--- src/rtl/onehot_scan_decoder_if.sv ---
// Control and result bundle for onehot_scan_decoder: select/mode inputs in,
// registered one-hot, index and status outputs back.
interface onehot_scan_decoder_if #(
  parameter int SEL_W = 3,
  parameter int OUT_W = 8
);
  logic             enable;
  logic             mode;
  logic [SEL_W-1:0] in;
  logic [OUT_W-1:0] out;
  logic [SEL_W-1:0] idx;
  logic             busy;
  logic             wrap;

  modport master (output enable, mode, in, input out, idx, busy, wrap);
  modport slave  (input enable, mode, in, output out, idx, busy, wrap);
endinterface

--- src/rtl/onehot_scan_decoder.sv ---
// Registered binary-to-one-hot decoder with an optional auto-scan mode.
// The scan state, dwell counter and wrap pulse exist only when ONEHOT_SCAN_DECODER_SCAN_EN is defined.
module onehot_scan_decoder #(
  parameter int SEL_W = 3,
  parameter int OUT_W = 8,
  parameter int DWELL = 4
) (
  input logic                  clk,
  input logic                  rst,
  onehot_scan_decoder_if.slave bus
);

`ifdef ONEHOT_SCAN_DECODER_SCAN_EN
  localparam int CNT_W = (DWELL > 1) ? $clog2(DWELL) : 1;
  typedef enum logic [1:0] {IDLE, DIRECT, SCAN} state_t;
`else
  localparam int unused_dwell = DWELL;
  typedef enum logic {IDLE, DIRECT} state_t;
`endif

  state_t           state, state_next;
  logic [OUT_W-1:0] out_r, out_next;
  logic [SEL_W-1:0] idx_r, idx_next;
  logic             busy_r, busy_next;
`ifdef ONEHOT_SCAN_DECODER_SCAN_EN
  logic             wrap_r, wrap_next;
  logic [CNT_W-1:0] cnt_r, cnt_next;
  logic [SEL_W-1:0] start, step;
`else
  logic             unused_mode;
`endif

  // Selects beyond OUT_W decode to all-zero rather than aliasing onto a real line.
  function automatic logic [OUT_W-1:0] onehot(input logic [SEL_W-1:0] v);
    logic [OUT_W-1:0] r;
    r = '0;
    for (int i = 0; i < OUT_W; i++)
      if (int'(v) == i) r[i] = 1'b1;
    return r;
  endfunction

  always_ff @(posedge clk or posedge rst) begin
    if (rst) begin
      state  <= IDLE;
      out_r  <= '0;
      idx_r  <= '0;
      busy_r <= 1'b0;
`ifdef ONEHOT_SCAN_DECODER_SCAN_EN
      wrap_r <= 1'b0;
      cnt_r  <= '0;
`endif
    end else begin
      state  <= state_next;
      out_r  <= out_next;
      idx_r  <= idx_next;
      busy_r <= busy_next;
`ifdef ONEHOT_SCAN_DECODER_SCAN_EN
      wrap_r <= wrap_next;
      cnt_r  <= cnt_next;
`endif
    end
  end

  always_comb begin
    state_next = IDLE;
    out_next   = '0;
    idx_next   = idx_r;
    busy_next  = 1'b0;
`ifdef ONEHOT_SCAN_DECODER_SCAN_EN
    wrap_next  = 1'b0;
    cnt_next   = '0;
    start      = (int'(bus.in) < OUT_W) ? bus.in : '0;
    step       = (int'(idx_r) == OUT_W - 1) ? '0 : idx_r + 1'b1;
`endif
    if (bus.enable) begin
      busy_next = 1'b1;
`ifdef ONEHOT_SCAN_DECODER_SCAN_EN
      if (bus.mode) begin
        state_next = SCAN;
        // Entering from IDLE or DIRECT restarts the sweep at the requested position.
        if (state != SCAN) begin
          idx_next = start;
          out_next = onehot(start);
        end else if (int'(cnt_r) == DWELL - 1) begin
          idx_next  = step;
          out_next  = onehot(step);
          wrap_next = (int'(idx_r) == OUT_W - 1);
        end else begin
          cnt_next = cnt_r + 1'b1;
          out_next = out_r;
        end
      end else
`endif
      begin
        state_next = DIRECT;
        idx_next   = bus.in;
        out_next   = onehot(bus.in);
      end
    end
  end

  assign bus.out  = out_r;
  assign bus.idx  = idx_r;
  assign bus.busy = busy_r;
`ifdef ONEHOT_SCAN_DECODER_SCAN_EN
  assign bus.wrap = wrap_r;
`else
  assign bus.wrap    = 1'b0;
  assign unused_mode = bus.mode;
`endif

endmodule

--- src/flat_wrapper.sv ---
// flat-port wrapper written by rule: the top's interface ports become plain ports
module onehot_scan_decoder_flat 
#(
  parameter int SEL_W = 3,
  parameter int OUT_W = 8,
  parameter int DWELL = 4
)
  (clk, rst, bus_enable, bus_mode, bus_in, bus_out, bus_idx, bus_busy, bus_wrap);
  onehot_scan_decoder_if #(.SEL_W(SEL_W), .OUT_W(OUT_W)) bus_i ();
  input logic clk;
  input logic rst;
  input wire logic [$bits(bus_i.enable)-1:0] bus_enable;
  input wire logic [$bits(bus_i.mode)-1:0] bus_mode;
  input wire logic [$bits(bus_i.in)-1:0] bus_in;
  output wire logic [$bits(bus_i.out)-1:0] bus_out;
  output wire logic [$bits(bus_i.idx)-1:0] bus_idx;
  output wire logic [$bits(bus_i.busy)-1:0] bus_busy;
  output wire logic [$bits(bus_i.wrap)-1:0] bus_wrap;
  assign bus_i.enable = bus_enable;
  assign bus_i.mode = bus_mode;
  assign bus_i.in = bus_in;
  assign bus_out = bus_i.out;
  assign bus_idx = bus_i.idx;
  assign bus_busy = bus_i.busy;
  assign bus_wrap = bus_i.wrap;
  onehot_scan_decoder #(.SEL_W(SEL_W), .OUT_W(OUT_W), .DWELL(DWELL)) u_core (.clk(clk), .rst(rst), .bus(bus_i));
endmodule
--- config.mk ---
export PLATFORM = sky130hd
export DESIGN_NAME = onehot_scan_decoder_flat
export DESIGN_NICKNAME = d
export VERILOG_FILES = /design/src/rtl/onehot_scan_decoder_if.sv /design/src/rtl/onehot_scan_decoder.sv /design/src/flat_wrapper.sv
export SDC_FILE = /design/constraint.sdc
export NUM_CORES = 1
export LEC_CHECK = 0
export ABC_AREA = 1
export CAP_MARGIN = 25
export CORE_AREA = 2 2 39 41
export DETAILED_ROUTE_END_ITERATION = 12
export DIE_AREA = 0 0 41 43
export GPL_TIMING_DRIVEN = 0
export SLEW_MARGIN = 20
export SYNTH_ARGS = -nofsm -noshare
export SYNTH_HDL_FRONTEND = slang
export SYNTH_SLANG_ARGS = --single-unit
export TNS_END_PERCENT = 5
--- constraint.sdc ---
create_clock -name clk -period 1.8 [get_ports clk]
set_input_delay 0.18 -clock clk [delete_from_list [all_inputs] [get_ports clk]]
set_output_delay 0.18 -clock clk [all_outputs]
set_load 0.05 [all_outputs]
# Word-level counts from Yosys, hierarchy flattened
# Index checks and enable logic that the tools add are counted.
# Widths: inputs -> output; s select.
[op_classes]
eq_ne = 7
n_mux = 10
n_reduce_logical = 1
[ops]
columns = ["operator", "count"]
rows = [
  ["$eq 3x3->1 const B", 4],
  ["$mux 1", 9],
  ["$mux 8", 1],
  ["$eq 3x2->1 const B", 2],
  ["$eq 3x1->1 const B", 1],
  ["$logic_not 3->1", 1],
]
[totals]
reg_bits = 12
inputBits = 7
out_inout_bits = 13
elab_cells = 21

# Logic depth before layout (Yosys ltp)
# Gate-level depths: netlist (run 1).
[logic_depth]
word_depth = 3
depth_mapped = 3
mapped_depth_nobuf = 3

# Worst setup path before layout (run 1)
# No wires, ideal clock.
[synth_timing]
kind = "reg2reg"
startpoint = "register u_core.bus.idx[0] (netlist name)"
endpoint = "register u_core.idx_r[0] (netlist: u_core.bus.idx[0])"
setup_time_ns = 0.083
arrival_time_ns = 0.795
required_time_ns = 1.717
path_slack_ns = 0.922
path_stages_with_launch = 3
n_path_buf = 0
synth_period_minus_slack_ns = 0.878
path_cell_list = "dfrtp_1 > inv_1 > o21ai_0"
[synth_rtl]
columns = ["item", "line", "source"]
rows = [
  ["end signal: assignment", "onehot_scan_decoder.sv:55", "idx_r <= idx_next;"],
  ["end: declaration", "onehot_scan_decoder.sv:23", "logic [SEL_W-1:0] idx_r, idx_next;"],
]

# Worst setup path in the final report (run 1)
[layout_timing]
startpoint = "register u_core.idx_r[1] (netlist: u_core.bus.idx[1])"
endpoint = "output port bus_idx[1]"
[layout_rtl]
columns = ["item", "line", "source"]
rows = [
  ["end: declaration", "flat_wrapper.sv:16", "output wire logic [$bits(bus_i.idx)-1:0] bus_idx;"],
]
# No word-level cell between the ends.

==> impl_metrics.toml, run 1 <==
[worst_setup_path]
cp-start-kind = "flip-flop"
crit_family = "buffers and inverters"
worstPathMaxFanout = 2
cp_num_buf_inv = 1
crit_path_cell_trace = "clkdlybuf4s50_1"
cp-end-kind = "primary output"
setup.worst_path.class = "flip-flop to primary output"
max_stage_delay_ns = 0.80
cp.arrival_ns = 1.42
cpMaxStageDelayCell = "clkdlybuf4s50_1"
critPathRequiredTime_ns = 1.62

[route]
ant_nets = 0
vias = 302
via_per_inst = 3.97
drt_iter0_drc = 2
wl_per_cell_um = 9.70
routed_wl_um = 737
drc = 0
drtPass1Iterations = 3

[cts]
cts_tree = "yes"
cts_buffer_depth = 2
clkTransAtPathRegs_ns = 0.07
cts-htree-levels = 1
cts_hold_buf = 0
post-cts-setup-buffers = 0
cts-resized-gates = 0
cts_sinks = 12
clk_latency_ns = 0.26
cts_made_buffers = 3
root_buffer = "clkbuf_4"

[run_status]
status = "finished, final reports clean"

[synth]
yosys_register_bits = 12
synthMuxAreaShare = 0
ys_warn_count = 0
ys_seq_area_frac = 0.727
synth.cell_area_um2 = 413
synth_simple_gate_area_frac = 0.145
synth_top_family_by_area = "simple AND/OR/NAND/NOR gates"
synthAdderAreaFrac = 0
yosys.area_share.xor_xnor = 0
yosysUniqueCellTypes = 7
avgSynthCellArea_um2 = 10.3
synth_compound_area_frac = 0.0364
syn_inst = 40
synth_nets = 47

[floorplan]
row_count = 14
coreArea_mm2 = 0.00138
start_util = 0.298
die_area_mm2 = 0.00176
ios = 20
die_y_um = 43
dieWidth_um = 41

[timing]
skew_ns = 0
hold_viol = 0
rsz0062_at_grt = "no"
period_share = 0.890
slew_viol_final = 0
fin_setup_tns_ns = 0
period_needed_ns = 1.60
hold_slack_ns = 0.219
final-setup-viol-count = 0
max_freq_mhz = 624

[grt]
grt_pass1_wl_um = 1210
grt_max_degree = 13
grt_usage = 0.112
gr-usage-met1 = 0.142
grt-busiest-layer = "met1"
antenna_found_initial = 0
globalRouteMet3Util = 0.0314
use_met2 = 0.138
grt-ovfl-total = 0
grt_pass1_vias = 279

[power]
total_power_w = 0.000552
vdd_drop_max_v = 0.000309
p_leak_nw = 0.311
powerDensity_mw_per_mm2 = 882

[final_layout]
layout_commonest_cell = "clkdlybuf4s50_1"
fin_nets = 69
final_cell_mix = "17 x clkdlybuf4s50_1, 12 x dfrtp_1, 8 x nand2_1, 8 x nor2_1, 7 x inv_1"
synthToLayoutAreaGrowth_pct = 51.5
drive_gt1_frac = 0.0667
antenna_cells = 0

[min_path]
holdCritPathClass = "input pin to async pin"

[placement]
port_buffers = 17
gp_congestion = 0.780
hpwl_um = 552

[run]
cap_violations = 0
per-stage QoR:
step	setup WS, ns	util	std cells	cell area (um2)
2_1_floorplan	0.922	-	40	413
3_3_place_gp	0.480	0.436	73	603
3_5_place_dp	0.476	0.436	73	603
4_1_cts	0.182	0.452	76	626
5_1_grt	0.137	0.452	76	626
6_report	0.198	0.452	76	626
registers in the layout, indices dropped and copies added, names as in the netlist:
register and cells:
u_core.bus.busy 1, u_core.bus.idx 3, u_core.bus.out 8
cells in the mapped netlist:
master	instances	area [um2]
inv_1	7	26.3
nor2_1	8	30.0
nand2_1	8	30.0
o21ai_0	3	15.0
conb_1	1	3.75
dfrtp_1	12	300
buf_4	1	7.51
per-layer routing:
metal | vias to the layer above | wire [um]
met1 | 131 | 306
met5 | - | 0
li1 | 157 | -
met2 | 12 | 354
met3 | 2 | 56
met4 | 0 | 19
final timing paths:
path / start / end / slack [ns] / depth (start not counted)
min reg2reg: u_core.bus.idx[0]$_DFFE_PP0P_ / u_core.bus.idx[0]$_DFFE_PP0P_ / 0.53 / 2
max in group asynchronous: rst / u_core.bus.idx[1]$_DFFE_PP0P_ / 1.27 / 2
max reg2reg: u_core.bus.idx[1]$_DFFE_PP0P_ / u_core.bus.idx[1]$_DFFE_PP0P_ / 1.18 / 2
min: rst / u_core.bus.out[3]$_DFF_PP0_ / 0.22 / 2
min in group clk: bus_enable / u_core.bus.busy$_DFF_PP0_ / 0.53 / 1
max: u_core.bus.idx[1]$_DFFE_PP0P_ / bus_idx[1] / 0.20 / 1
final cells by class:
cell class | count | area (um2)
buffer | 1 | 7.51
clock buffer | 3 | 22.5
fill | 134 | 758
inverter | 7 | 26.3
multi-input combinational | 20 | 78.8
sequential | 12 | 300
tap | 16 | 20.0
timing repair buffer | 17 | 170
cells by family (layout without fill, tap and decap cells):
kind of cell	count (synthesis)	count (layout)
buffers and inverters	8	28
AOI/OAI and AO/OA	3	3
and+or+nand+nor	16	16
DFF	12	12
other	1	1
report_power, final:
group | switching [W] | internal [W] | total [W]
registers | 0.00000463 | 0.000281 | 0.000286
logic | 0.0000726 | 0.0000358 | 0.000108
clock network | 0.0000806 | 0.0000772 | 0.000158
total | 0.000158 | 0.000394 | 0.000552
Note: power is estimated with default switching activity, not from simulation.
==> run 2: changes to the inputs <==
--- a/config.mk
+++ b/config.mk
@@ -11,8 +11,10 @@
 export DETAILED_ROUTE_END_ITERATION = 12
 export DIE_AREA = 0 0 41 43
 export GPL_TIMING_DRIVEN = 0
+export HOLD_SLACK_MARGIN = 0.05
+export SKIP_CTS_REPAIR_TIMING = 1
 export SLEW_MARGIN = 20
 export SYNTH_ARGS = -nofsm -noshare
 export SYNTH_HDL_FRONTEND = slang
 export SYNTH_SLANG_ARGS = --single-unit
-export TNS_END_PERCENT = 5
+export TNS_END_PERCENT = 50
==> results of run 2 <==
Final layout, timing and power as in run 1 (identical DEF).
==> run 3: changes to the inputs <==
--- a/config.mk
+++ b/config.mk
@@ -13,7 +13,7 @@
 export GPL_TIMING_DRIVEN = 0
 export HOLD_SLACK_MARGIN = 0.05
 export SKIP_CTS_REPAIR_TIMING = 1
-export SLEW_MARGIN = 20
+export SLEW_MARGIN = 40
 export SYNTH_ARGS = -nofsm -noshare
 export SYNTH_HDL_FRONTEND = slang
 export SYNTH_SLANG_ARGS = --single-unit
==> results of run 3 <==
Final layout, timing and power as in run 1 (identical DEF).
